===== src/rtl/pieo_enq_fifo_tracker.sv =====
// Purpose: tracks per-flow FIFOs that have a packet waiting but no element in the PIEO, round-robin picks one for pre-enqueue.
// Latency: 1 cycle from any input change (fifo_not_empty, trigger, deq_done) to registered flag/fifo_id/bitmap/count.
// Backpressure: fifo_id/flag hold steady until a trigger or state change; downstream may stall indefinitely without loss.
module pieo_enq_fifo_tracker #(
   parameter int NUM_FIFO = 3,
   parameter int ID_LOG   = 2,
   parameter int CNT_LOG  = 2
) (
   input  logic                clk,
   input  logic                rst,
   input  logic [NUM_FIFO-1:0] fifo_not_empty,
   input  logic                pieo_enq_trigger,
   input  logic                deq_done,
   input  logic [ID_LOG-1:0]   deq_fifo_id,
   output logic                fifos_not_enq_flag,
   output logic [ID_LOG-1:0]   fifo_id,
   output logic [NUM_FIFO-1:0] in_pieo_bitmap,
   output logic [CNT_LOG-1:0]  in_pieo_count,
   output logic                protocol_error
);

   localparam logic [ID_LOG-1:0] LAST_ID = ID_LOG'(NUM_FIFO - 1);

   // registered state
   logic                flag_q,    flag_d;
   logic [ID_LOG-1:0]   fifo_id_q, fifo_id_d;
   logic [NUM_FIFO-1:0] bitmap_q,  bitmap_d;
   logic [CNT_LOG-1:0]  count_q,   count_d;
   logic [ID_LOG-1:0]   rr_ptr_q,  rr_ptr_d;
   logic                error_q,   error_d;

   // event decode
   logic                legal_trig;
   logic                legal_deq;
   logic                trig_err;
   logic                deq_err;
   logic [NUM_FIFO-1:0] set_vec;
   logic [NUM_FIFO-1:0] clr_vec;

   // selection
   logic [NUM_FIFO-1:0] elig_mask;
   logic                hi_hit;
   logic                lo_hit;
   logic [ID_LOG-1:0]   hi_sel;
   logic [ID_LOG-1:0]   lo_sel;

   // Decode trigger and deq_done into one-hot set/clear vectors; an out-of-range
   // deq id decodes to an empty clear vector and is therefore flagged illegal.
   always_comb begin
      set_vec    = '0;
      clr_vec    = '0;
      legal_trig = pieo_enq_trigger & flag_q;
      for (int i = 0; i < NUM_FIFO; i++) begin
         set_vec[i] = legal_trig && (fifo_id_q == ID_LOG'(i));
         clr_vec[i] = deq_done && (deq_fifo_id == ID_LOG'(i));
      end
      legal_deq = |(clr_vec & bitmap_q);
      trig_err  = pieo_enq_trigger & ~flag_q;
      deq_err   = deq_done & ~legal_deq;
   end

   // Next bitmap, its popcount, and the round-robin pointer advance past the enqueued id.
   always_comb begin
      bitmap_d = (bitmap_q | set_vec) & ~(legal_deq ? clr_vec : '0);
      count_d  = '0;
      for (int i = 0; i < NUM_FIFO; i++) begin
         count_d = count_d + CNT_LOG'(bitmap_d[i]);
      end
      if (legal_trig) begin
         rr_ptr_d = (fifo_id_q == LAST_ID) ? '0 : fifo_id_q + ID_LOG'(1);
      end else begin
         rr_ptr_d = rr_ptr_q;
      end
   end

   // Wrapped search from rr_ptr_d: lowest eligible id at or above the pointer,
   // else lowest eligible id overall. Descending scan leaves the lowest match.
   always_comb begin
      elig_mask = fifo_not_empty & ~bitmap_d;
      hi_hit    = 1'b0;
      lo_hit    = 1'b0;
      hi_sel    = '0;
      lo_sel    = '0;
      for (int i = NUM_FIFO - 1; i >= 0; i--) begin
         if (elig_mask[i]) begin
            lo_hit = 1'b1;
            lo_sel = ID_LOG'(i);
            if (ID_LOG'(i) >= rr_ptr_d) begin
               hi_hit = 1'b1;
               hi_sel = ID_LOG'(i);
            end
         end
      end
   end

   // Present the selection; fifo_id holds its last value when nothing is eligible.
   always_comb begin
      flag_d    = hi_hit | lo_hit;
      fifo_id_d = fifo_id_q;
      if (hi_hit) begin
         fifo_id_d = hi_sel;
      end else if (lo_hit) begin
         fifo_id_d = lo_sel;
      end
      error_d = error_q | trig_err | deq_err;
   end

   // State registers with synchronous active-low reset taking priority over all events.
   always_ff @(posedge clk) begin
      if (!rst) begin
         flag_q    <= 1'b0;
         fifo_id_q <= '0;
         bitmap_q  <= '0;
         count_q   <= '0;
         rr_ptr_q  <= '0;
         error_q   <= 1'b0;
      end else begin
         flag_q    <= flag_d;
         fifo_id_q <= fifo_id_d;
         bitmap_q  <= bitmap_d;
         count_q   <= count_d;
         rr_ptr_q  <= rr_ptr_d;
         error_q   <= error_d;
      end
   end

   assign fifos_not_enq_flag = flag_q;
   assign fifo_id            = fifo_id_q;
   assign in_pieo_bitmap     = bitmap_q;
   assign in_pieo_count      = count_q;
   assign protocol_error     = error_q;

endmodule


===== config.mk =====
export PLATFORM = sky130hd
export DESIGN_NAME = pieo_enq_fifo_tracker
export DESIGN_NICKNAME = d
export VERILOG_FILES = /design/src/rtl/pieo_enq_fifo_tracker.sv
export SDC_FILE = /design/constraint.sdc
export NUM_CORES = 1
export LEC_CHECK = 0
export CAP_MARGIN = 25
export CORE_UTILIZATION = 44
export DETAILED_ROUTE_END_ITERATION = 6
export GPL_TIMING_DRIVEN = 0
export PLACE_DENSITY = 0.76
export SETUP_SLACK_MARGIN = 0.5
export SYNTH_ARGS = -nofsm -noshare
export SYNTH_HDL_FRONTEND = slang
export SYNTH_SLANG_ARGS = --single-unit

===== constraint.sdc =====
create_clock -name clk -period 1.78 [get_ports clk]
set_input_delay 0.356 -clock clk [delete_from_list [all_inputs] [get_ports clk]]
set_output_delay 0.356 -clock clk [all_outputs]
set_load 0.02 [all_outputs]

==> Implementation_results.wiki <==
{| class="wikitable"
! Metric !! Value
|-
| Nature of the critical path endpoint || flop
|-
| Grt total ovfl || 0
|-
| Drt wl/cell || ~14 µm
|-
| Number of vias in the routed layout || 564
|-
| Count of unique library cells instantiated by Yosys || 32
|-
| Standard cell core area || 0.00119 mm²
|-
| Latest clock arrival within the worst-skew pair || 270 ps
|-
| Routed wire length || 1410 µm
|-
| Layout cell share with drive strength beyond 1 || 0.364
|-
| CTS Hold Buffers Added || 0
|-
| Number of buffers inserted by port buffering || 17
|-
| Overall die width || 38.8 µm
|-
| Max-cap violations || 0
|-
| Global-route wire length before repair || around 2200 µm
|-
| # rows || 12
|-
| Proportion of synthesized chip area in sequential cells || 0.370
|-
| Ys async rst share || 0
|-
| GRT Total Usage || 0.218
|-
| Filler-free cell count of the finished design || 102
|-
| Synth Register Bits || 11
|-
| Root buffer cell || sky130_fd_sc_hd__clkbuf_4
|-
| Via count of the first global-routing pass || ~500
|-
| Count of final setup violators || 0
|-
| Most common cell in the netlist || sky130_fd_sc_hd__dfxtp_1
|-
| Worst ir drop on vdd || 480 µV
|-
| Routed Antenna Nets || 0
|-
| Number of enable flip-flop cells after synthesis || 0
|-
| Req. time, crit path || 1950 ps
|-
| Number of buffers on the longest clock path || 2
|-
| Worst slew margin || 0.815
|-
| Highest Clock Rate || about 680 MHz
|-
| Initial Utilization || 0.502
|-
| Syn Inst Count || 63
|-
| Period Utilization, post-route || 0.828
|-
| Level count of the clock H-tree || 1
|-
| Total of warnings raised by yosys || 0
|-
| Area leader, netlist || sky130_fd_sc_hd__dfxtp_1
|-
| Largest net degree at the start of global routing || 11
|-
| TritonCTS clock tree || done
|-
| CP Class || in -> reg
|-
| Setup repair after global routing missed its margin || yes
|-
| Filler cell count || 98
|-
| Run status || complete, no violations
|-
| Portion of synthesized cell area occupied by the leading cell type || 0.370
|-
| Growth of design area from synthesis to finish || 46.4%
|-
| Initial detailed-routing violation count || 7
|-
| Residual DRC || 0
|-
| Final Hold Violating Endpoints || 0
|-
| Pins over their slew limit || 0
|-
| Largest fanout on the critical path || 5
|-
| Setup clock skew after layout || 5.85 ps
|-
| Post-layout power || 0.000605 W
|-
| Measured slew at the worst slew-check pin || ~280 ps
|-
| Leakage power summed over all cells || 0.354 nW
|-
| Clock Sink Count || 11
|-
| Floorplan die height || 38.8 µm
|-
| Data arrival time of the critical path || approximately 1600 ps
|-
| Total die area || 0.00150 mm²
|-
| Diode count || 0
|-
| Finished Core Util || 0.735
|-
| First-pass detailed-route iteration total || 4
|-
| Ports || 18
|-
| Time the worst path needs with I/O delays and setup || approximately 1500 ps
|-
| Worst Setup Start Kind || primary input
|-
| Top post-synthesis cells by area || sky130_fd_sc_hd__dfxtp_1, sky130_fd_sc_hd__nand4b_1, sky130_fd_sc_hd__and2_1, sky130_fd_sc_hd__nand2_1, sky130_fd_sc_hd__a21boi_0
|-
| Gp weighted congestion || approximately 0.75
|-
| Min-Delay Path Class || in -> reg
|-
| Most numerous cell types in the synthesized netlist || sky130_fd_sc_hd__dfxtp_1, sky130_fd_sc_hd__nand2_1, sky130_fd_sc_hd__and2_1
|-
| Post-Syn Nets || 73
|-
| Netlist Area Pre-Place || 596 µm²
|-
| P per Cell Area || between 600 and 700 mW/mm²
|-
| Sum of negative setup slack || 0 ps
|-
| CTS clock-pin slew for the worst setup and hold paths || 70 ps
|-
| Initial antenna violation count || 0
|-
| Placed instance count || 94
|-
| CTS buffer count || 3
|-
| Placed wire-length estimate || 962 µm
|-
| Avg Vias per Cell || between 5 and 6
|-
| Average size of a mapped cell || 9.45 µm²
|-
| Dominant register cell in the synthesized netlist || sky130_fd_sc_hd__dfxtp_1
|-
| Nets || 99
|}
-- routing by layer --
| metal | routed length, µm | vias up | global-route usage |
|---|---|---|---|
| li1 | - | 290 | - |
| met1 | 702 | 257 | 0.269 |
| met2 | 608 | 13 | 0.329 |
| met3 | 71 | 4 | 0.0636 |
| met4 | 29 | 0 | 0.129 |
| met5 | 0 | - | 0 |
-- sequential cells by signal, indices dropped and copies added (netlist names) --
name                count
in_pieo_bitmap          3
fifo_id                 2
in_pieo_count           2
rr_ptr_q                2
fifos_not_enq_flag      1
protocol_error          1
-- power breakdown --
part,internal (W),switching [W]
Clock,0.0000868,0.0000890
Combinational,0.0000768,0.0000707
Sequential,0.000263,0.0000193
Total,0.000426,0.000179
-- cell families (layout without fill, tap and decap cells) --
kind of cell    after synthesis  in the layout  share of synthesized area
compound gates               19             19                      0.256
simple gates                 28             28                      0.305
fa+ha+maj                     1              1                     0.0336
buf+inv                       3             28                     0.0189
mux                           1              1                     0.0168
flops                        11             11                      0.370
-- worst max-delay path, cell delays in order --
cell                      delay (ps)
sky130_fd_sc_hd__buf_2           120
sky130_fd_sc_hd__or3b_4          420
sky130_fd_sc_hd__nand2_2         100
sky130_fd_sc_hd__o21ai_4          60
sky130_fd_sc_hd__fa_1            440
sky130_fd_sc_hd__and2_4          140
-- stage by stage --
stage,setup WS (ps),hold WS [ps],instance area (µm²)
after floorplan,203,510,604
after global placement,-370,519,792
after detailed placement,-393,525,792
after CTS,268,412,842
after global routing,250,449,872
final,307,412,872
-- area by class of cell --
cell class / count / area [µm²] / area share
Buffer: 1 / 5.00 / 0.00574
Clock buffer: 4 / 26.3 / 0.0301
Inverter: 2 / 7.51 / 0.00861
Multi-Input combinational cell: 49 / 413 / 0.473
Sequential cell: 11 / 234 / 0.268
Tap cell: 14 / 17.5 / 0.0201
Timing Repair Buffer: 21 / 169 / 0.194
-- final timing paths --
path	start	endpoint	slack [ps]	depth (start not counted)
setup / recovery	deq_fifo_id[1]	in_pieo_count[0]	310	6
hold reg to reg	protocol_error	protocol_error	530	2
hold / removal	deq_done	protocol_error	410	3
setup reg to reg	fifos_not_enq_flag	in_pieo_count[0]	310	4
-- cell usage in the layout (no fill, tap or decap), types with 2 or more instances in the layout --
cell type                         n
sky130_fd_sc_hd__nand4b_1         4
sky130_fd_sc_hd__nand3b_1         2
sky130_fd_sc_hd__inv_1            2
sky130_fd_sc_hd__nand2_1          6
sky130_fd_sc_hd__dfxtp_4          3
sky130_fd_sc_hd__clkdlybuf4s15_1  2
sky130_fd_sc_hd__buf_2            7
sky130_fd_sc_hd__dlygate4sd2_1    2
sky130_fd_sc_hd__and2_1           4
sky130_fd_sc_hd__o2bb2ai_2        3
sky130_fd_sc_hd__a21boi_0         3
sky130_fd_sc_hd__nor2b_1          2
sky130_fd_sc_hd__clkbuf_4         3
sky130_fd_sc_hd__clkdlybuf4s15_2  2
sky130_fd_sc_hd__nand3_1          2
sky130_fd_sc_hd__dfxtp_2          2
sky130_fd_sc_hd__dfxtp_1          6
sky130_fd_sc_hd__clkdlybuf4s50_1  4
sky130_fd_sc_hd__buf_4            3
-- repair_timing --
item | CTS | global route
setup endpoints to repair | 16 | 8
pin swaps | 5 | 5
setup buffers | 3 | 1
hold endpoints to repair | 0 | 0
resized for setup | 46 | 8
No activity file was read; power rests on OpenSTA's default activity.
